**src/rtl/reset_sequencer.sv**
```systemverilog
// rtl/reset_sequencer.sv - staged reset sequencer between clock wizard and SoC reset tree
// Releases periph_rst_o after lock is qualified, then core_rst_o; tracks reset cause and lock losses.
module reset_sequencer #(
  parameter int SYNC_STAGES = 2,
  parameter int LOCK_FILTER = 4,
  parameter int PERIPH_HOLD = 16,
  parameter int CORE_DELAY  = 8
) (
  input  logic       clk,
  input  logic       rst_n,
  input  logic       locked_i,
  input  logic       sw_rst_req_i,
  output logic       periph_rst_o,
  output logic       core_rst_o,
  output logic       rst_done_o,
  output logic [1:0] rst_cause_o,
  output logic [2:0] state_o,
  output logic [7:0] lock_loss_cnt_o
);

  localparam int MAX_AB  = (LOCK_FILTER > PERIPH_HOLD) ? LOCK_FILTER : PERIPH_HOLD;
  localparam int MAX_CNT = (MAX_AB > CORE_DELAY) ? MAX_AB : CORE_DELAY;
  localparam int CW      = $clog2(MAX_CNT + 1);

  localparam logic [1:0] CAUSE_POR  = 2'b00;
  localparam logic [1:0] CAUSE_LOCK = 2'b01;
  localparam logic [1:0] CAUSE_SW   = 2'b10;

  typedef enum logic [2:0] {
    S_WAIT_LOCK   = 3'd0,
    S_PERIPH_HOLD = 3'd1,
    S_CORE_HOLD   = 3'd2,
    S_RUN         = 3'd3
  } state_t;

  state_t                 state, state_nxt;
  logic [CW-1:0]          cnt, cnt_nxt, cnt_inc;
  logic [1:0]             cause_nxt;
  logic                   lock_loss;
  logic [SYNC_STAGES-1:0] rst_chain;
  logic [SYNC_STAGES-1:0] lock_chain;
  logic                   rst_sync;
  logic                   lock_s;

  assign rst_sync = rst_chain[SYNC_STAGES-1];
  assign lock_s   = lock_chain[SYNC_STAGES-1];
  assign cnt_inc  = cnt + CW'(1);
  assign state_o  = state;

  always_ff @(posedge clk or negedge rst_n) begin
    if (!rst_n) begin
      rst_chain  <= '0;
      lock_chain <= '0;
    end else begin
      rst_chain  <= {rst_chain[SYNC_STAGES-2:0], 1'b1};
      lock_chain <= {lock_chain[SYNC_STAGES-2:0], locked_i};
    end
  end

  // Lock loss has priority over a software request in the same cycle.
  always_comb begin
    state_nxt = state;
    cnt_nxt   = cnt;
    cause_nxt = rst_cause_o;
    lock_loss = 1'b0;
    case (state)
      S_WAIT_LOCK: begin
        if (!rst_sync || !lock_s) begin
          cnt_nxt = '0;
        end else if (cnt_inc == CW'(LOCK_FILTER)) begin
          state_nxt = S_PERIPH_HOLD;
          cnt_nxt   = '0;
        end else begin
          cnt_nxt = cnt_inc;
        end
      end
      S_PERIPH_HOLD, S_CORE_HOLD: begin
        if (!lock_s) begin
          state_nxt = S_WAIT_LOCK;
          cnt_nxt   = '0;
          cause_nxt = CAUSE_LOCK;
          lock_loss = 1'b1;
        end else if ((state == S_PERIPH_HOLD) && (cnt_inc == CW'(PERIPH_HOLD))) begin
          state_nxt = S_CORE_HOLD;
          cnt_nxt   = '0;
        end else if ((state == S_CORE_HOLD) && (cnt_inc == CW'(CORE_DELAY))) begin
          state_nxt = S_RUN;
          cnt_nxt   = '0;
        end else begin
          cnt_nxt = cnt_inc;
        end
      end
      S_RUN: begin
        if (!lock_s) begin
          state_nxt = S_WAIT_LOCK;
          cnt_nxt   = '0;
          cause_nxt = CAUSE_LOCK;
          lock_loss = 1'b1;
        end else if (sw_rst_req_i) begin
          state_nxt = S_PERIPH_HOLD;
          cnt_nxt   = '0;
          cause_nxt = CAUSE_SW;
        end
      end
      default: begin
        state_nxt = S_WAIT_LOCK;
        cnt_nxt   = '0;
      end
    endcase
  end

  // Outputs decode state_nxt so they move on the same edge as state_o.
  always_ff @(posedge clk or negedge rst_n) begin
    if (!rst_n) begin
      state           <= S_WAIT_LOCK;
      cnt             <= '0;
      rst_cause_o     <= CAUSE_POR;
      lock_loss_cnt_o <= 8'd0;
      periph_rst_o    <= 1'b1;
      core_rst_o      <= 1'b1;
      rst_done_o      <= 1'b0;
    end else begin
      state        <= state_nxt;
      cnt          <= cnt_nxt;
      rst_cause_o  <= cause_nxt;
      periph_rst_o <= (state_nxt == S_WAIT_LOCK) || (state_nxt == S_PERIPH_HOLD);
      core_rst_o   <= (state_nxt != S_RUN);
      rst_done_o   <= (state_nxt == S_RUN);
      if (lock_loss && (lock_loss_cnt_o != 8'hFF)) begin
        lock_loss_cnt_o <= lock_loss_cnt_o + 8'd1;
      end
    end
  end

endmodule

```
**config.mk**
```make
export PLATFORM = sky130hd
export DESIGN_NAME = reset_sequencer
export DESIGN_NICKNAME = d
export VERILOG_FILES = /design/src/rtl/reset_sequencer.sv
export SDC_FILE = /design/constraint.sdc
export NUM_CORES = 1
export LEC_CHECK = 0
export ABC_CLOCK_PERIOD_IN_PS = 3100
export CAP_MARGIN = 5
export CORE_MARGIN = 3
export CORE_UTILIZATION = 50
export DETAILED_ROUTE_END_ITERATION = 7
export GPL_TIMING_DRIVEN = 0
export PLACE_DENSITY = 0.75
export SLEW_MARGIN = 0
export SYNTH_ARGS = -nofsm -noshare
export SYNTH_HDL_FRONTEND = slang
export SYNTH_SLANG_ARGS = --single-unit
```
**constraint.sdc**
```tcl
create_clock -name clk -period 3.1 [get_ports clk]
set_input_delay 0.62 -clock clk [delete_from_list [all_inputs] [get_ports clk]]
set_output_delay 0.62 -clock clk [all_outputs]
set_load 0.03 [all_outputs]
```
# Word level (Yosys, flattened, before mapping)
# Cells that the tools add are included.
[word_totals]
word_cells = 58
reg_bits = 25
[classes]
reduce_logical = 13
muxes = 22
addsub = 2
eq_ne = 12
[ops]
columns = ["cell", "n"]
rows = [
  ["5-bit two-way mux", 7],
  ["3-bit two-way mux", 7],
  ["5-bit one-hot mux with 3 select lines", 1],
  ["3-bit by 2-bit equality test with 1-bit output (second input constant)", 3],
  ["3-bit one-hot mux with 3 select lines", 1],
  ["8-bit by 1-bit adder with 8-bit output (second input constant)", 1],
  ["8-bit != test (second input constant)", 1],
  ["3-bit by 1-bit equality test with 1-bit output (second input constant)", 2],
  ["3-bit zero test", 2],
  ["2-bit two-way mux", 3],
  ["5-bit by 1-bit adder with 5-bit output (second input constant)", 1],
  ["5-bit by 3-bit equality test with 1-bit output (second input constant)", 1],
  ["5-bit by 4-bit equality test with 1-bit output (second input constant)", 1],
  ["5-bit equality test (second input constant)", 1],
  ["2-bit one-hot mux with 2 select lines", 1],
  ["1-bit logical AND", 3],
  ["3-bit by 2-bit != test with 1-bit output (second input constant)", 1],
  ["3-bit != test (second input constant)", 1],
  ["3-bit AND reduction", 1],
  ["3-bit OR reduction", 1],
  ["1-bit zero test", 2],
  ["1-bit logical OR", 2],
  ["1-bit two-way mux", 2],
  ["2-bit != test (second input constant)", 1],
  ["other kinds (2)", 2],
]

# Longest topological paths before layout
# Gate-level depths: netlist (run 1).
[logic_depth]
depth_word = 9
ltp_mapped = 7
mapped_depth_nobuf = 6

# Least setup slack after synthesis (run 1)
# No wires, ideal clock.
[synth_path]
kind = "reg-to-reg"
startpoint = "reg cnt[0]"
endpoint = "reg cnt[2]"
path_stages_with_launch = 8
synth_period_minus_slack_ps = 2208
arrival_time_ps = 2082
setup_ps = 126
slack_ps = 892
path_cell_list = "dfrtp_1 ha_1 buf_6 o21a_4 a2111oi_4 a21boi_2 a211o_1 a311o_1"
[synth_via]
elab_chain_len = 7
elab_cells_between_ends = 12
[synth_lines]
columns = ["item", "line", "source"]
rows = [
  ["from (decl)", "37", "logic [CW-1:0] cnt, cnt_nxt, cnt_inc;"],
  ["from (signal assigned)", "124", "cnt <= cnt_nxt;"],
  ["5-bit by 1-bit adder with 5-bit output (*)", "47", "assign cnt_inc = cnt + CW'(1);"],
  ["5-bit by 4-bit equality test with 1-bit output", "86", "end else if ((state == S_CORE_HOLD) && (cnt_inc == CW'(CORE_DELAY))) begin"],
  ["1-bit logical AND", "86", ""],
  ["5-bit two-way mux", "86", ""],
  ["5-bit two-way mux", "83", "end else if ((state == S_PERIPH_HOLD) && (cnt_inc == CW'(PERIPH_HOLD))) begin"],
  ["5-bit two-way mux", "78", "if (!lock_s) begin"],
  ["5-bit one-hot mux with 3 select lines (*)", "66", "case (state)"],
]
# Mark *: on every way between the ends. The rest lies on a longest branch, timed or not.
# A chain may end at the register's enable or synchronous reset.

# Final worst setup path (run 1)
# Ends and elaborated chain as after synthesis.

==> results of run 1 <==
[per-stage QoR]
step | util [%] | instance area [um^2] | worst slack, ps | power [mW]
2_1_floorplan | - | 1330 | 892 | 0.352
3_3_place_gp | 62.4 | 1560 | 762 | 0.368
3_5_place_dp | 62.4 | 1560 | 703 | 0.369
4_1_cts | 63.5 | 1590 | 682 | 0.509
5_1_grt | 63.5 | 1590 | 615 | 0.525
6_report | 63.5 | 1590 | 675 | 0.502
[per-layer routing]
metal  up-vias  part of all wire (%)  GRT usage [%]
li1        488                     -              -
met4         0                  0.91           6.95
met5         -                     0              0
met3         6                   4.3           2.94
met1       494                    44           23.4
met2        27                    51           28.1
[area by class of cell]
class	count	share of cell area, %
plain buffers	6	2.52
clock inverters	1	0.315
repair buffers	19	12.0
flip-flops and latches	25	39.6
multi-input cells	88	40.6
inverters	5	1.18
clock buffers	3	1.42
well taps	30	2.37
[worst paths after layout]
check / from / endpoint / slack (ps) / depth (start not counted)
setup / recovery: cnt[0] / cnt[2] / 670 / 7
hold / removal: rst_chain[0] / rst_chain[1] / 370 / 0
setup reg to reg: cnt[0] / cnt[2] / 670 / 7
hold reg to reg: rst_chain[0] / rst_chain[1] / 370 / 0
max in group asynchronous: rst_n / rst_chain[1] / 1580 / 1
min in group asynchronous: rst_n / state_o[1] / 870 / 1
[power by group through the flow]
stage	Clock, mW	Combinational (mW)	Sequential (mW)
floorplan	0	0.00817	0.344
global placement	0	0.0257	0.342
detailed placement	0	0.0262	0.342
CTS	0.146	0.0264	0.336
global route	0.159	0.0285	0.337
finish	0.140	0.0257	0.336
[placed cells by master, fill, tap and decap left out, types with 2 or more instances in the layout]
cell type,synthesis,routed
sky130_fd_sc_hd__a211o_1,2,2
sky130_fd_sc_hd__a21oi_1,2,2
sky130_fd_sc_hd__a311oi_1,2,2
sky130_fd_sc_hd__a31oi_1,2,2
sky130_fd_sc_hd__a32o_1,5,5
sky130_fd_sc_hd__and2_1,6,6
sky130_fd_sc_hd__buf_2,2,2
sky130_fd_sc_hd__buf_4,2,2
sky130_fd_sc_hd__clkbuf_4,0,3
sky130_fd_sc_hd__clkdlybuf4s50_1,0,19
sky130_fd_sc_hd__conb_1,2,2
sky130_fd_sc_hd__dfrtp_1,23,23
sky130_fd_sc_hd__dfstp_2,2,2
sky130_fd_sc_hd__ha_1,3,3
sky130_fd_sc_hd__inv_1,5,5
sky130_fd_sc_hd__nand2_1,7,7
sky130_fd_sc_hd__nand2b_1,2,2
sky130_fd_sc_hd__nand3_1,6,6
sky130_fd_sc_hd__nand3b_1,2,2
sky130_fd_sc_hd__nor2_1,8,8
sky130_fd_sc_hd__nor2b_1,3,3
sky130_fd_sc_hd__nor3_1,2,2
sky130_fd_sc_hd__nor3b_1,2,2
sky130_fd_sc_hd__o21bai_1,2,2
sky130_fd_sc_hd__xnor2_1,6,6
sky130_fd_sc_hd__xor2_1,5,5
[registers in the layout, summed over array words and instances (netlist names)]
register,cells
cnt,5
core_rst_o,1
rst_chain,2
rst_done_o,1
rst_cause_o,2
lock_chain,2
state_o,3
periph_rst_o,1
lock_loss_cnt_o,8
[logic make-up (layout without fill, tap and decap cells)]
logic type	count (synthesis)	count (layout)	share of synthesized area [%]
flops	25	25	47.2
fa+ha+maj	3	3	2.82
other cells	2	2	0.564
xor+xnor	11	11	7.24
mux	1	1	0.846
compound gates	28	28	19.5
simple gates	43	43	17.4
buf+inv	11	34	4.42
==> impl_metrics.toml, run 1 <==
[yosys]
synth_area_leader_cell = "sky130_fd_sc_hd__dfrtp_1"
synth.ff_latch_count = 25
yosys-top-cells-area = "sky130_fd_sc_hd__dfrtp_1 43%, sky130_fd_sc_hd__dfstp_2 3.9%, sky130_fd_sc_hd__xnor2_1 3.9%"
share_of_the_synthesized_area_in_the_top_cell_type_pct = 43.2
synth-async-reset-ratio_pct = 100
synth.lib_cells_used.distinct = 45
yosys.cell_count.top_type = "sky130_fd_sc_hd__dfrtp_1"
synth_common_cells = "23 x sky130_fd_sc_hd__dfrtp_1, 8 x sky130_fd_sc_hd__nor2_1, 7 x sky130_fd_sc_hd__nand2_1"
seq_area_frac_synth_pct = 47.2
synth_area_um2 = 1330
ys.warnings.count = 0
postSynthAreaPerCell_um2 = 10.7
netlist_instances = 124
dominantRegCellSynth = "sky130_fd_sc_hd__dfrtp_1"
postSynthNetCount = 131
synth_edf_count = 0

[die]
die-area_um2 = 3320
io_pins = 20
core-area_um2 = 2500
initial_cell_density_of_the_core_pct = 53.3
placement_rows = 18
dieHeight_um = 57.6
floorplan.die.width_um = 57.6

[critical_path]
timing.critical_path.arrival_ps = 2610
setup.worst_path.end_class = "flop"
cp_max_fo = 9
cp-start-kind = "flop"
critical_path.max_stage_delay_ps = 470
cp_slowest_cell = "sky130_fd_sc_hd__dfrtp_1"
critical_path.cell_chain = "ha_1 > buf_6 > o21a_4 > a2111oi_4 > a21boi_2 > a211o_1 > a311o_1"
critical_path_class = "reg -> reg"
worst_path_dominant_cell_family = "compound AO/OA/AOI/OAI gates"
timing.critical_path.required_ps = 3290
cp.buffers_inverters = 1

[pwr]
power-per-cell-area_nw_per_um2 = 317
switch_pwr_mw = 0.113
power.share.sequential_pct = 66.9
share_comb_of_total_power_pct = 5.1
cellInternalPower_mw = 0.389
vdd.ir_drop.worst_uv = 266
p_sw_share_pct = 22.5
p_clk_share_pct = 27.9
total_leakage_power_nw = 0.686

[route]
antenna_violation_net_count_after_detailed_routing = 0
routed_wl_um = 2520
detail_route.wl_per_cell_um = 14.2
drc = 0
dr_total_vias = 1015
drt-pass1-iter-count = 4
drt-vias-per-instance = 5.73
drt_iter0_drc = 37

[clock_network]
post_cts_resized = 0
tritoncts = "done"
path_clk_slew_ps = 120
cts-hold-fix-buffers = 0
tritoncts.num_buffers = 3
postCtsSetupBuffers = 0
cts_max_level = 1
cts_num_sinks = 25
clkLatencyLatePin_ps = 320
cts-root-to-sink-buffers = 2
cts.root.buffer_cell = "sky130_fd_sc_hd__clkbuf_4"

[grt]
grt_pass1_wl_um = 4590
grt_remaining_overflow = 0
grt_max_degree = 26
grt_pass1_vias = 1034
grt_antenna_before_repair = 0
global_route.usage.total_pct = 17.5

[sta]
min_period_over_period_pct = 78.2
timing_hold_violations_final = 0
worst-slew-pin-transition_ps = 1070
rsz0062_at_grt = "false"
finalHoldWorstSlack_ps = 368
setup-tns-final_ps = 0
crit_path_time_final_ps = 2430
remaining_max_slew_budget_at_the_tightest_pin_pct = 28.3
max_clock_freq_mhz = 412
setup_viol = 0
final_max_slew_viol_count = 0
finClkSkew_ps = 18.5

[final_layout]
insertedDiodeCount = 0
drive_gt1_share_pct = 11.6
num-nets-final = 155
layout.filler_cells = 221
area.growth.synth_to_final_pct = 19.2
multi_input_area_um2 = 644
layout.area.seq_um2 = 628
instances_no_fill = 177

[placed_design]
place_congestion = 0.823
place.detailed.instances = 173
dp.final_hpwl_um = 1870
placement.io_buffers = 19

[status]
outcome = "finished, final reports clean"

[worst_hold_path]
hold_class = "reg -> reg"

[job]
max_cap_violations = 0
Power figures use the tool's default switching activity.
==> run 2, diff against run 1 <==
ABC_CLOCK_PERIOD_IN_PS = 2200   (was 3100)
CORE_UTILIZATION = 47   (was 50)
PLACE_DENSITY = 0.74   (was 0.75)
clock period = 2.2 ns   (was 3.1 ns; I/O delays follow)
==> run 2 against run 1 <==
  * Die area is 5.7% higher
  * Clock-buffer cell count increased by 1
  * Core utilization is 0.85 points lower
  * Critical path type unchanged
  * Largest power group unchanged
==> impl_metrics.toml, run 2 (synthesized netlist as in run 1, its figures left out) <==
[status]
outcome = "finished, final reports clean"

[placed_design]
dp.final_hpwl_um = 1870
place_congestion = 0.872
dp_slack_ps = -106
placement.io_buffers = 19

[grt]
grt_pass1_vias = 1010
grt_pass1_wl_um = 4530
global_route.usage.total_pct = 16.7
grt_remaining_overflow = 0
grt_antenna_before_repair = 0
grt_max_degree = 26

[die]
die-area_um2 = 3510
core-area_um2 = 2590
floorplan.die.width_um = 59.2
io_pins = 20
initial_cell_density_of_the_core_pct = 51.4
dieHeight_um = 59.2
placement_rows = 18

[sta]
setup-tns-final_ps = 0
rsz0062_at_grt = "false"
worst-slew-pin-transition_ps = 1080
min_period_over_period_pct = 95.8
crit_path_time_final_ps = 2110
max_clock_freq_mhz = 474
final_max_slew_viol_count = 0
finClkSkew_ps = 10.2
timing_hold_violations_final = 0
timing.final.ws_setup_ps = 91.4
setup_viol = 0
remaining_max_slew_budget_at_the_tightest_pin_pct = 27.8

[critical_path]
critical_path.cell_chain = "ha_4 > buf_6 > o21a_4 > a2111oi_4 > a21boi_2 > a211o_1 > a311o_1"
worst-path-stages = 7
worst_path_dominant_cell_family = "compound AO/OA/AOI/OAI gates"
cp-start-kind = "flop"
cp_slowest_cell = "sky130_fd_sc_hd__dfrtp_2"
timing.critical_path.required_ps = 2400
critical_path.max_stage_delay_ps = 450
timing.critical_path.arrival_ps = 2310
cp.buffers_inverters = 1
setup.worst_path.end_class = "flop"
cp_max_fo = 9
worst-r2r-cell-count = 7
critical_path_class = "reg -> reg"

[clock_network]
tritoncts = "done"
clkLatencyLatePin_ps = 310
cts_max_level = 1
cts.root.buffer_cell = "sky130_fd_sc_hd__clkbuf_4"
path_clk_slew_ps = 130
cts_num_sinks = 25
cts-root-to-sink-buffers = 2
tritoncts.num_buffers = 3

[final_layout]
final_util_pct = 62.6
insertedDiodeCount = 0
largest_register_ff_count = 8
num-nets-final = 158
layout.filler_cells = 211
area.growth.synth_to_final_pct = 21.8
top_register = "lock_loss_cnt_o"
final_common_cell = "sky130_fd_sc_hd__dfrtp_1"
drive_gt1_share_pct = 14.0
most-common-layout-cells = "22 x sky130_fd_sc_hd__dfrtp_1, 19 x sky130_fd_sc_hd__clkdlybuf4s50_1, 8 x sky130_fd_sc_hd__nor2_1"

[route]
drt-vias-per-instance = 5.66
wl_met1_um = 1210
drt_iter0_drc = 37
drc = 0
met2RoutedLength_um = 1260
dr_wl_met3_um = 128
drt-pass1-iter-count = 4
antenna_violation_net_count_after_detailed_routing = 0
detail_route.wl_per_cell_um = 14.5
dr_total_vias = 1018
routed_wl_um = 2610
dr.max_layer_used = "met4"

[pwr]
vdd.ir_drop.worst_uv = 451
power-per-cell-area_nw_per_um2 = 437
total_leakage_power_nw = 0.696

[job]
max_cap_violations = 0

[worst_hold_path]
hold-path-cell-count = 0
hold_class = "reg -> reg"
[run 2: report_power, final]
group / internal, mW / switching [mW]
Sequential: 0.466 / 0.00711
Combinational: 0.0155 / 0.0244
Clock: 0.0706 / 0.125
Total: 0.553 / 0.156
[run 2: timing repair]
item | 4_1_cts | 5_1_grt
hold buffers | 0 | 0
endpoints found under the setup margin | 3 | 4
resized for setup | 2 | 1
pin swaps | 5 | 4
buffers inserted | 3 | 1
gates cloned | 0 | 0
[run 2: path summary, 6_finish.rpt]
path	startpoint	end	slack (ps)
worst max-delay path	cnt[0]	cnt[2]	90
worst min-delay path	rst_chain[0]	rst_chain[1]	360
worst max register to register	cnt[0]	cnt[2]	90
worst min register to register	rst_chain[0]	rst_chain[1]	360
max in group asynchronous	rst_n	cnt[0]	770
min in group asynchronous	rst_n	lock_chain[1]	700
[run 2: final cells by class]
cell class | instances | area (um^2) | share of cell area, %
multi-input combinational | 88 | 657 | 40.5
sequential | 25 | 629 | 38.8
timing repair buffer | 22 | 213 | 13.1
buffer | 6 | 40.0 | 2.47
tap | 30 | 37.5 | 2.31
clock buffer | 4 | 26.3 | 1.62
inverter | 5 | 18.8 | 1.16
[run 2: metal layers]
layer / vias to the layer above / global-route usage, %
li1: 491 / -
met1: 495 / 23.8
met2: 30 / 25.9
met3: 2 / 3.27
met4: 0 / 4.85
met5: - / 0
[run 2: per-stage QoR]
| stage | power, mW | std cells | hold WS [ps] | instance area [um^2] |
|---|---|---|---|---|
| global placement | 0.519 | 173 | 334 | 1560 |
| finish | 0.709 | 180 | 364 | 1620 |
| detailed placement | 0.520 | 173 | 335 | 1560 |
| global route | 0.741 | 180 | 377 | 1620 |
| floorplan | 0.496 | 124 | 144 | 1330 |
| CTS | 0.722 | 180 | 366 | 1610 |
==> run 3, diff against run 2 <==
ABC_CLOCK_PERIOD_IN_PS = 2150   (was 2200)
CORE_UTILIZATION = 50   (was 47)
PLACE_DENSITY = 0.75   (was 0.74)
clock period = 2.15 ns   (was 2.2 ns; I/O delays follow)
==> run 3 against run 2 <==
  * Core utilization up 3.3 points
  * First-iteration DRC count up 49%
  * Via count up 0.88%
  * Highest routed layer unchanged
  * Sequential share of layout area down 0.51 points
==> impl_metrics.toml, run 3 (synthesized netlist as in run 1, its figures left out) <==
[placed_design]
dp_slack_ps = -154
dp.final_hpwl_um = 1850
placement.io_buffers = 19
place_congestion = 0.790
place.detailed.instances = 173

[critical_path]
timing.critical_path.required_ps = 2370
cp-start-kind = "flop"
timing.critical_path.arrival_ps = 2300
critical_path_class = "reg -> reg"
reg2reg_slack_ps = 80
cp_max_fo = 7
setup.worst_path.end_class = "flop"

[route]
drc = 0
dr_wl_met3_um = 76
dr.max_layer_used = "met4"
antenna_violation_net_count_after_detailed_routing = 0
drt-pass1-iter-count = 4
drt_iter0_drc = 55
dr_total_vias = 1027
met2RoutedLength_um = 1300
wl_met1_um = 1240
detail_route.wl_per_cell_um = 14.6
routed_wl_um = 2670
drt-vias-per-instance = 5.61

[grt]
grt_pass1_vias = 1001
grt_remaining_overflow = 0
grt_antenna_before_repair = 0
grt_pass1_wl_um = 4400
grt_max_degree = 26
global_route.usage.total_pct = 17.0

[sta]
worst-slew-pin-transition_ps = 1070
finalHoldWorstSlack_ps = 369
crit_path_time_final_ps = 2070
setup_viol = 0
min_period_over_period_pct = 96.4
finClkSkew_ps = 1.92
timing.final.ws_setup_ps = 78.0
max_clock_freq_mhz = 483
remaining_max_slew_budget_at_the_tightest_pin_pct = 28.3
setup-tns-final_ps = 0
rsz0062_at_grt = "false"
final_max_slew_viol_count = 0
timing_hold_violations_final = 0

[clock_network]
cts-root-to-sink-buffers = 2
cts_num_sinks = 25
cts_max_level = 1
tritoncts = "done"
path_clk_slew_ps = 130
tritoncts.num_buffers = 3
clkLatencyLatePin_ps = 320
cts.root.buffer_cell = "sky130_fd_sc_hd__clkbuf_4"

[die]
io_pins = 20
dieHeight_um = 57.6
placement_rows = 18
initial_cell_density_of_the_core_pct = 53.3
floorplan.die.width_um = 57.6
core-area_um2 = 2500
die-area_um2 = 3320

[final_layout]
instances_no_fill = 183
num-nets-final = 161
drive_gt1_share_pct = 17.0
insertedDiodeCount = 0
top_register = "lock_loss_cnt_o"
area.growth.synth_to_final_pct = 23.7
most-common-layout-cells = "21 x sky130_fd_sc_hd__dfrtp_1, 19 x sky130_fd_sc_hd__clkdlybuf4s50_1, 8 x sky130_fd_sc_hd__nor2_1, 8 x sky130_fd_sc_hd__buf_4, 7 x sky130_fd_sc_hd__nand2_1"
largest_register_ff_count = 8
final_common_cell = "sky130_fd_sc_hd__dfrtp_1"

[pwr]
vdd.ir_drop.worst_uv = 424
power_mw = 0.738
total_leakage_power_nw = 0.712
power-per-cell-area_nw_per_um2 = 448

[status]
outcome = "finished, final reports clean"

[worst_hold_path]
hold_class = "reg -> reg"

[job]
max_cap_violations = 0
-- run 3: final timing paths --
check                      cells after the start         start      endpoint
hold reg to reg                                0  rst_chain[0]  rst_chain[1]
min in group asynchronous                      1         rst_n    rst_done_o
max in group asynchronous                      1         rst_n        cnt[1]
setup / recovery                               6        cnt[0]        cnt[3]
setup reg to reg                               6        cnt[0]        cnt[3]
hold / removal                                 0  rst_chain[0]  rst_chain[1]
-- run 3: area by class of cell --
cell class | count | area (um^2)
buffer | 5 | 32.5
clock buffer | 3 | 22.5
clock inverter | 1 | 5.00
fill | 201 | 853
inverter | 5 | 18.8
multi-input combinational | 88 | 657
sequential | 25 | 631
tap | 30 | 37.5
timing repair buffer | 26 | 243
-- run 3: per-layer routing --
metal  GRT usage, %  vias up
met2           28.5       20
met1           22.0      501
li1               -      501
met4           6.95        0
met5              0        -
met3           2.49        5
-- run 3: critical path: stages (launching register included) --
cell and delay [ps]:
sky130_fd_sc_hd__dfrtp_2 460, sky130_fd_sc_hd__ha_4 190, sky130_fd_sc_hd__o21a_4 230, sky130_fd_sc_hd__a2111oi_4 340, sky130_fd_sc_hd__a21boi_2 130, sky130_fd_sc_hd__or3_1 370
sky130_fd_sc_hd__a32o_1 270
-- run 3: stage by stage --
stage	utilization (%)	area, um^2
after detailed placement	62.4	1560
after global placement	62.4	1560
after CTS	65.1	1630
after floorplan	-	1330
final	65.9	1650
after global routing	65.9	1650
-- run 3: power by group --
part / switching, mW / internal [mW] / leakage (nW)
combinational: 0.0254 / 0.0170 / 0.375
sequential: 0.00694 / 0.477 / 0.320
clock: 0.142 / 0.0698 / 0.0177
-- run 3: timing repair --
action | CTS | global route
setup endpoints to repair | 4 | 3
hold buffers | 0 | 0
setup buffers | 5 | 2
resized for setup | 4 | 1
pin swaps | 4 | 5
